===== config.mk =====
export PLATFORM = sky130hd
export DESIGN_NAME = led_bringup_seq
export DESIGN_NICKNAME = d
export VERILOG_FILES = /design/src/rtl/led_seq_pkg.sv /design/src/rtl/led_bringup_seq_tick_prescaler.sv /design/src/rtl/led_bringup_seq.sv
export SDC_FILE = /design/constraint.sdc
export NUM_CORES = 1
export LEC_CHECK = 0
export ABC_CLOCK_PERIOD_IN_PS = 6600
export BUFFER_PORTS_ARGS = -buffer_cell sky130_fd_sc_hd__buf_2
export CAP_MARGIN = 20
export CORE_ASPECT_RATIO = 1.2
export CORE_MARGIN = 2
export CORE_UTILIZATION = 28
export CTS_CLUSTER_SIZE = 10
export DETAILED_ROUTE_END_ITERATION = 6
export RECOVER_POWER = 50
export SLEW_MARGIN = 20
export SYNTH_ARGS = -nofsm -noshare
export SYNTH_HDL_FRONTEND = slang
export SYNTH_SLANG_ARGS = --single-unit

===== constraint.sdc =====
create_clock -name clkin -period 6.6 [get_ports clkin]
set_clock_uncertainty 0.15 [all_clocks]
set_input_delay 1.32 -clock clkin [delete_from_list [all_inputs] [get_ports clkin]]
set_output_delay 1.32 -clock clkin [all_outputs]
set_load 0.02 [all_outputs]

===== src/rtl/led_seq_pkg.sv =====
// LED bring-up sequencer shared types.
// States, pattern modes and pattern reload helper.
package led_seq_pkg;

  typedef enum logic [1:0] {
    WAIT_LOCK = 2'd0,
    SETTLE    = 2'd1,
    RUN       = 2'd2,
    FAULT     = 2'd3
  } state_t;

  typedef enum logic [1:0] {
    MODE_BIN  = 2'd0,
    MODE_WALK = 2'd1,
    MODE_PING = 2'd2,
    MODE_ALL  = 2'd3
  } mode_t;

  localparam int MAX_LEDS = 64;

  function automatic int cnt_w(input int n);
    return (n > 1) ? $clog2(n) : 1;
  endfunction

  // Result is MAX_LEDS wide; callers keep the low n bits.
  function automatic logic [MAX_LEDS-1:0] init_pattern(
    input mode_t m,
    input int    n
  );
    logic [MAX_LEDS-1:0] v;
    v = '0;
    unique case (m)
      MODE_BIN:  v = '0;
      MODE_WALK: v = MAX_LEDS'(1);
      MODE_PING: v = MAX_LEDS'(1);
      MODE_ALL:  v = {MAX_LEDS{1'b1}} >> (MAX_LEDS - n);
      default:   v = '0;
    endcase
    return v;
  endfunction

endpackage


===== src/rtl/led_bringup_seq_tick_prescaler.sv =====
// Free-running step prescaler for the LED sequencer.
// Emits a one-cycle tick every DIV cycles; clr restarts the count.
module tick_prescaler
  import led_seq_pkg::*;
#(
  parameter int DIV = 50_000_000
) (
  input  logic clkin,
  input  logic rst,
  input  logic clr,
  output logic tick
);

  localparam int W = cnt_w(DIV);

  logic [W-1:0] r_cnt;
  logic         w_last;

  assign w_last = (r_cnt == W'(DIV - 1));
  assign tick   = w_last;

  always_ff @(posedge clkin) begin
    if (rst) begin
      r_cnt <= '0;
    end else if (clr || w_last) begin
      r_cnt <= '0;
    end else begin
      r_cnt <= r_cnt + W'(1);
    end
  end

endmodule


===== src/rtl/led_bringup_seq.sv =====
// Fabric LED bank bring-up sequencer.
// Waits for stable lock/init, shows a pattern, blinks on lock loss.
module led_bringup_seq
  import led_seq_pkg::*;
#(
  parameter int N_LEDS        = 12,
  parameter int TICK_DIV      = 50_000_000,
  parameter int SETTLE_CYCLES = 1024,
  parameter int LOST_BLINKS   = 4
) (
  input  logic              clkin,
  input  logic              rst,
  input  logic              pll_lock,
  input  logic              init_done,
  input  logic [1:0]        mode,
  output logic [N_LEDS-1:0] leds,
  output logic [1:0]        state,
  output logic              running
);

  localparam int SW = cnt_w(SETTLE_CYCLES);
  localparam int BW = cnt_w(LOST_BLINKS);

  state_t            r_state, w_state_n;
  logic [N_LEDS-1:0] r_leds, w_leds_n;
  logic [SW-1:0]     r_settle, w_settle_n;
  logic [BW-1:0]     r_blink, w_blink_n;
  mode_t             r_act, w_act_n;
  logic              r_dir, w_dir_n;
  logic              r_running;

  logic                w_qual;
  logic                w_tick;
  logic                w_clr;
  mode_t               w_mode;
  logic [MAX_LEDS-1:0] w_init_full;
  logic [N_LEDS-1:0]   w_init;
  logic [N_LEDS-1:0]   w_up;
  logic [N_LEDS-1:0]   w_dn;

  assign w_qual      = pll_lock & init_done;
  assign w_mode      = mode_t'(mode);
  assign w_init_full = init_pattern(w_mode, N_LEDS);
  assign w_init      = w_init_full[N_LEDS-1:0];
  assign w_up        = r_leds << 1;
  assign w_dn        = r_leds >> 1;

  tick_prescaler #(
    .DIV (TICK_DIV)
  ) u_presc (
    .clkin (clkin),
    .rst   (rst),
    .clr   (w_clr),
    .tick  (w_tick)
  );

  always_ff @(posedge clkin) begin
    if (rst) begin
      r_state   <= WAIT_LOCK;
      r_leds    <= '0;
      r_settle  <= '0;
      r_blink   <= '0;
      r_act     <= MODE_BIN;
      r_dir     <= 1'b1;
      r_running <= 1'b0;
    end else begin
      r_state   <= w_state_n;
      r_leds    <= w_leds_n;
      r_settle  <= w_settle_n;
      r_blink   <= w_blink_n;
      r_act     <= w_act_n;
      r_dir     <= w_dir_n;
      r_running <= (w_state_n == RUN);
    end
  end

  always_comb begin
    w_state_n  = r_state;
    w_leds_n   = r_leds;
    w_settle_n = r_settle;
    w_blink_n  = r_blink;
    w_act_n    = r_act;
    w_dir_n    = r_dir;
    w_clr      = 1'b0;
    unique case (r_state)
      WAIT_LOCK: begin
        w_leds_n = '0;
        if (w_qual) begin
          w_state_n  = SETTLE;
          w_settle_n = '0;
        end
      end
      SETTLE: begin
        w_leds_n = '0;
        if (!w_qual) begin
          w_state_n  = WAIT_LOCK;
          w_settle_n = '0;
        end else if (r_settle == SW'(SETTLE_CYCLES - 1)) begin
          w_state_n  = RUN;
          w_settle_n = '0;
          w_act_n    = w_mode;
          w_leds_n   = w_init;
          w_dir_n    = 1'b1;
          w_clr      = 1'b1;
        end else begin
          w_settle_n = r_settle + SW'(1);
        end
      end
      RUN: begin
        // Lock loss wins over a same-cycle pattern step.
        if (!w_qual) begin
          w_state_n = FAULT;
          w_leds_n  = '1;
          w_blink_n = '0;
          w_clr     = 1'b1;
        end else if (w_tick) begin
          if (w_mode != r_act) begin
            w_act_n  = w_mode;
            w_leds_n = w_init;
            w_dir_n  = 1'b1;
          end else begin
            unique case (r_act)
              MODE_BIN:  w_leds_n = r_leds + N_LEDS'(1);
              MODE_WALK: w_leds_n = {r_leds[N_LEDS-2:0], r_leds[N_LEDS-1]};
              MODE_PING: begin
                if (r_dir) begin
                  w_leds_n = w_up;
                  if (w_up[N_LEDS-1]) w_dir_n = 1'b0;
                end else begin
                  w_leds_n = w_dn;
                  if (w_dn[0]) w_dir_n = 1'b1;
                end
              end
              MODE_ALL:  w_leds_n = r_leds;
              default:   w_leds_n = r_leds;
            endcase
          end
        end
      end
      FAULT: begin
        if (w_tick) begin
          w_leds_n = ~r_leds;
          if (r_leds == '1) begin
            if (r_blink == BW'(LOST_BLINKS - 1)) begin
              w_state_n = WAIT_LOCK;
              w_leds_n  = '0;
              w_blink_n = '0;
            end else begin
              w_blink_n = r_blink + BW'(1);
            end
          end
        end
      end
      default: w_state_n = WAIT_LOCK;
    endcase
  end

  assign leds    = r_leds;
  assign state   = r_state;
  assign running = r_running;

endmodule


==> impl_metrics.ini <==
[cts]
clk_latency_ns = 0.29
post_cts_buffers = 0
ctsLongestPathBuffers = 2
cts-buffers-inserted = 5
cts_tree = yes
root_buffer = clkbuf_16
htreeDepth = 2
cts_resized = 0
path_clk_slew_ns = 0.08
hold_buffers = 0
cts_sinks = 56

[final_layout]
fin_nets = 426
final_area_mm2 = 0.003737
syn_to_final_growth_pct = 7.717
drive_gt1_frac = 0.07579
n_fill_cell = 1295
diodes = 0
post-route-util = 0.3086

[setup_path]
crit_type = flip-flop to flip-flop
path_cells = ha_1 -> nand3_1 -> o41ai_1 -> a31oi_1 -> or2_1
crit_path_end_kind = flip-flop
slowest_delay_ns = 1.38
cpMaxStageDelayCell = o41ai_1
start_kind = flip-flop
cp.arrival_ns = 3.44
critPathMaxFanout = 10
cp.required_ns = 6.64

[sta]
drv_slew = 1
tightest_slew_ns = 1.493
fin_crit_ns = 3.403
fin_crit_sh = 0.5156
setup_ws_ns = 3.197
hold_violations = 0
finalSetupTns_ns = 0
setup_viol = 0
rsz0062_at_grt = false
max_slew_margin = -0.008207
max_freq_mhz = 293.9

[synthesis]
synth_top_area_share = 0.3231
synthFlopType = dfxtp_1
yosysTopAreaCell = dfxtp_1
synthMostInstantiatedCell = nor2_1
synth_cell_types = 66
ys_top_cells_by_count = nor2_1, dfxtp_1, nand2_1, xor2_1, nand4_1
synth-seq-area-share = 0.3231
async_flop_share = 0
synth_edf_count = 0
postSynthCellCount = 408
synth.avg_cell_area_um2 = 8.504
synth_fp_nets = 426
syn_area_mm2 = 0.003470
ys_ff_latch = 56
yosysWarnings = 0
synthTopCellsByArea = dfxtp_1, xor2_1, nor2_1

[grt]
antenna_found_initial = 0
grt_use_total = 0.1207
grt.met1_usage = 0.1549
grt_pass1_vias = 2825
grt-busiest-layer = met2
met2_usage = 0.2087
grtUsageMet3 = 0.01915
grt_first_pass_wirelength_um = 13620
grt_max_degree = 27
grt.overflow.total = 0

[run]
cap_violations = 1

[placed_design]
place_area_mm2 = 0.003628
pre_cts_ws_ns = 3.342
place.gp.congestion = 0.8167
dpl.hpwl_um = 5637
port_buffers = 20

[power]
sw_frac_of_total = 0.2406
p_sw_w = 0.0001570
internal-power_w = 0.0004957
p_leak_nw = 1.256
peakVddDrop_mv = 0.09669
power.share.sequential = 0.525
p_comb_frac = 0.056
pwr_density_cell_mw_per_mm2 = 174.6
clkPwrFrac = 0.419

[outcome]
violations = max-capacitance violations, max-slew violations
outcome = finished, violations left

[die]
die_y_um = 125.9
io_pins = 21
dieArea_mm2 = 0.01330
start_util = 0.2865
rows = 44
core_mm2 = 0.01211
die_w_um = 105.6

[detailed_routing]
route.detailed.drc = 0
wire_per_inst_um = 14.06
viasPerCell = 5.232
firstDrtPassIters = 4
detail-route-antenna-nets = 0
drt_iter0_drc = 203
vias = 2982
wl_um = 8013

[min_path]
hp-class = flip-flop to flip-flop
per-stage QoR:
stage	cells	total power [W]	hold slack, ns
after floorplan	408	0.0003786	0.2675
after global placement	562	0.0003865	0.2807
after detailed placement	562	0.0003870	0.2832
after CTS	570	0.0006647	0.2990
after global routing	570	0.0006819	0.3180
final	570	0.0006527	0.2923
state kept, by name, indices dropped and copies added (netlist names):
signal,cells
r_act,2
leds,12
state,2
r_dir,1
running,1
u_presc.r_cnt,26
r_settle,10
r_blink,2
worst paths after layout:
check | start | to | cells past startpoint | slack, ns
setup reg to reg | leds[1] | state[1] | 5 | 3.20
setup / recovery | leds[1] | state[1] | 5 | 3.20
hold reg to reg | u_presc.r_cnt[0] | u_presc.r_cnt[0] | 1 | 0.29
hold / removal | u_presc.r_cnt[0] | u_presc.r_cnt[0] | 1 | 0.29
cells in the final DEF (no fill, tap or decap), types with 5 or more instances in the layout:
cell / instances
a211oi_1: 11
a21oi_1: 5
a221oi_1: 9
and3_1: 11
clkbuf_1: 17
clkbuf_16: 5
dfxtp_1: 56
ha_1: 12
inv_1: 12
nand2_1: 25
nand3_1: 18
nand4_1: 18
nor2_1: 58
nor2b_1: 5
nor3_1: 12
o21ai_0: 11
o2bb2ai_2: 10
xnor2_1: 11
xor2_1: 25
worst max-delay path, delay by kind of cell, from the launching register on:
| kind | cells | cell delay, ns |
|---|---|---|
| and+or+nand+nor | 2 | 0.63 |
| adders and majority gates | 1 | 0.25 |
| AOI/OAI and AO/OA | 2 | 1.72 |
| DFF | 1 | 0.54 |
power groups by stage:
| stage | Clock [W] | Combinational, W | Sequential (W) |
|---|---|---|---|
| 3_5_place_dp | 0 | 0.0000365 | 0.000351 |
| 2_1_floorplan | 0 | 0.0000279 | 0.000351 |
| 5_1_grt | 0.000298 | 0.0000407 | 0.000343 |
| 3_3_place_gp | 0 | 0.0000360 | 0.000351 |
| 4_1_cts | 0.000285 | 0.0000367 | 0.000343 |
| 6_report | 0.000274 | 0.0000363 | 0.000343 |
logic make-up after synthesis:
logic type	after synthesis	synth area share
mux	2	0.005770
flops	56	0.3231
xor+xnor	36	0.09088
simple gates	172	0.2524
buf+inv	39	0.05409
fa+ha+maj	12	0.04327
compound gates	91	0.2304
layer usage:
metal,part of all wire,vias up
li1,-,1501
met1,0.48,1421
met2,0.48,54
met3,0.035,6
met4,0.0089,0
met5,0,-
layout make-up:
cell class                 instances  area, um^2  area share
sequential                        56        1121      0.3000
clock inverter                     3       25.02    0.006696
inverter                          12       45.04     0.01205
multi-input combinational        313        2141      0.5728
clock buffer                       5       125.1     0.03348
timing repair buffer              20       78.83     0.02109
tap                              161       201.4     0.05390
Note: power is estimated with default switching activity, not from simulation.
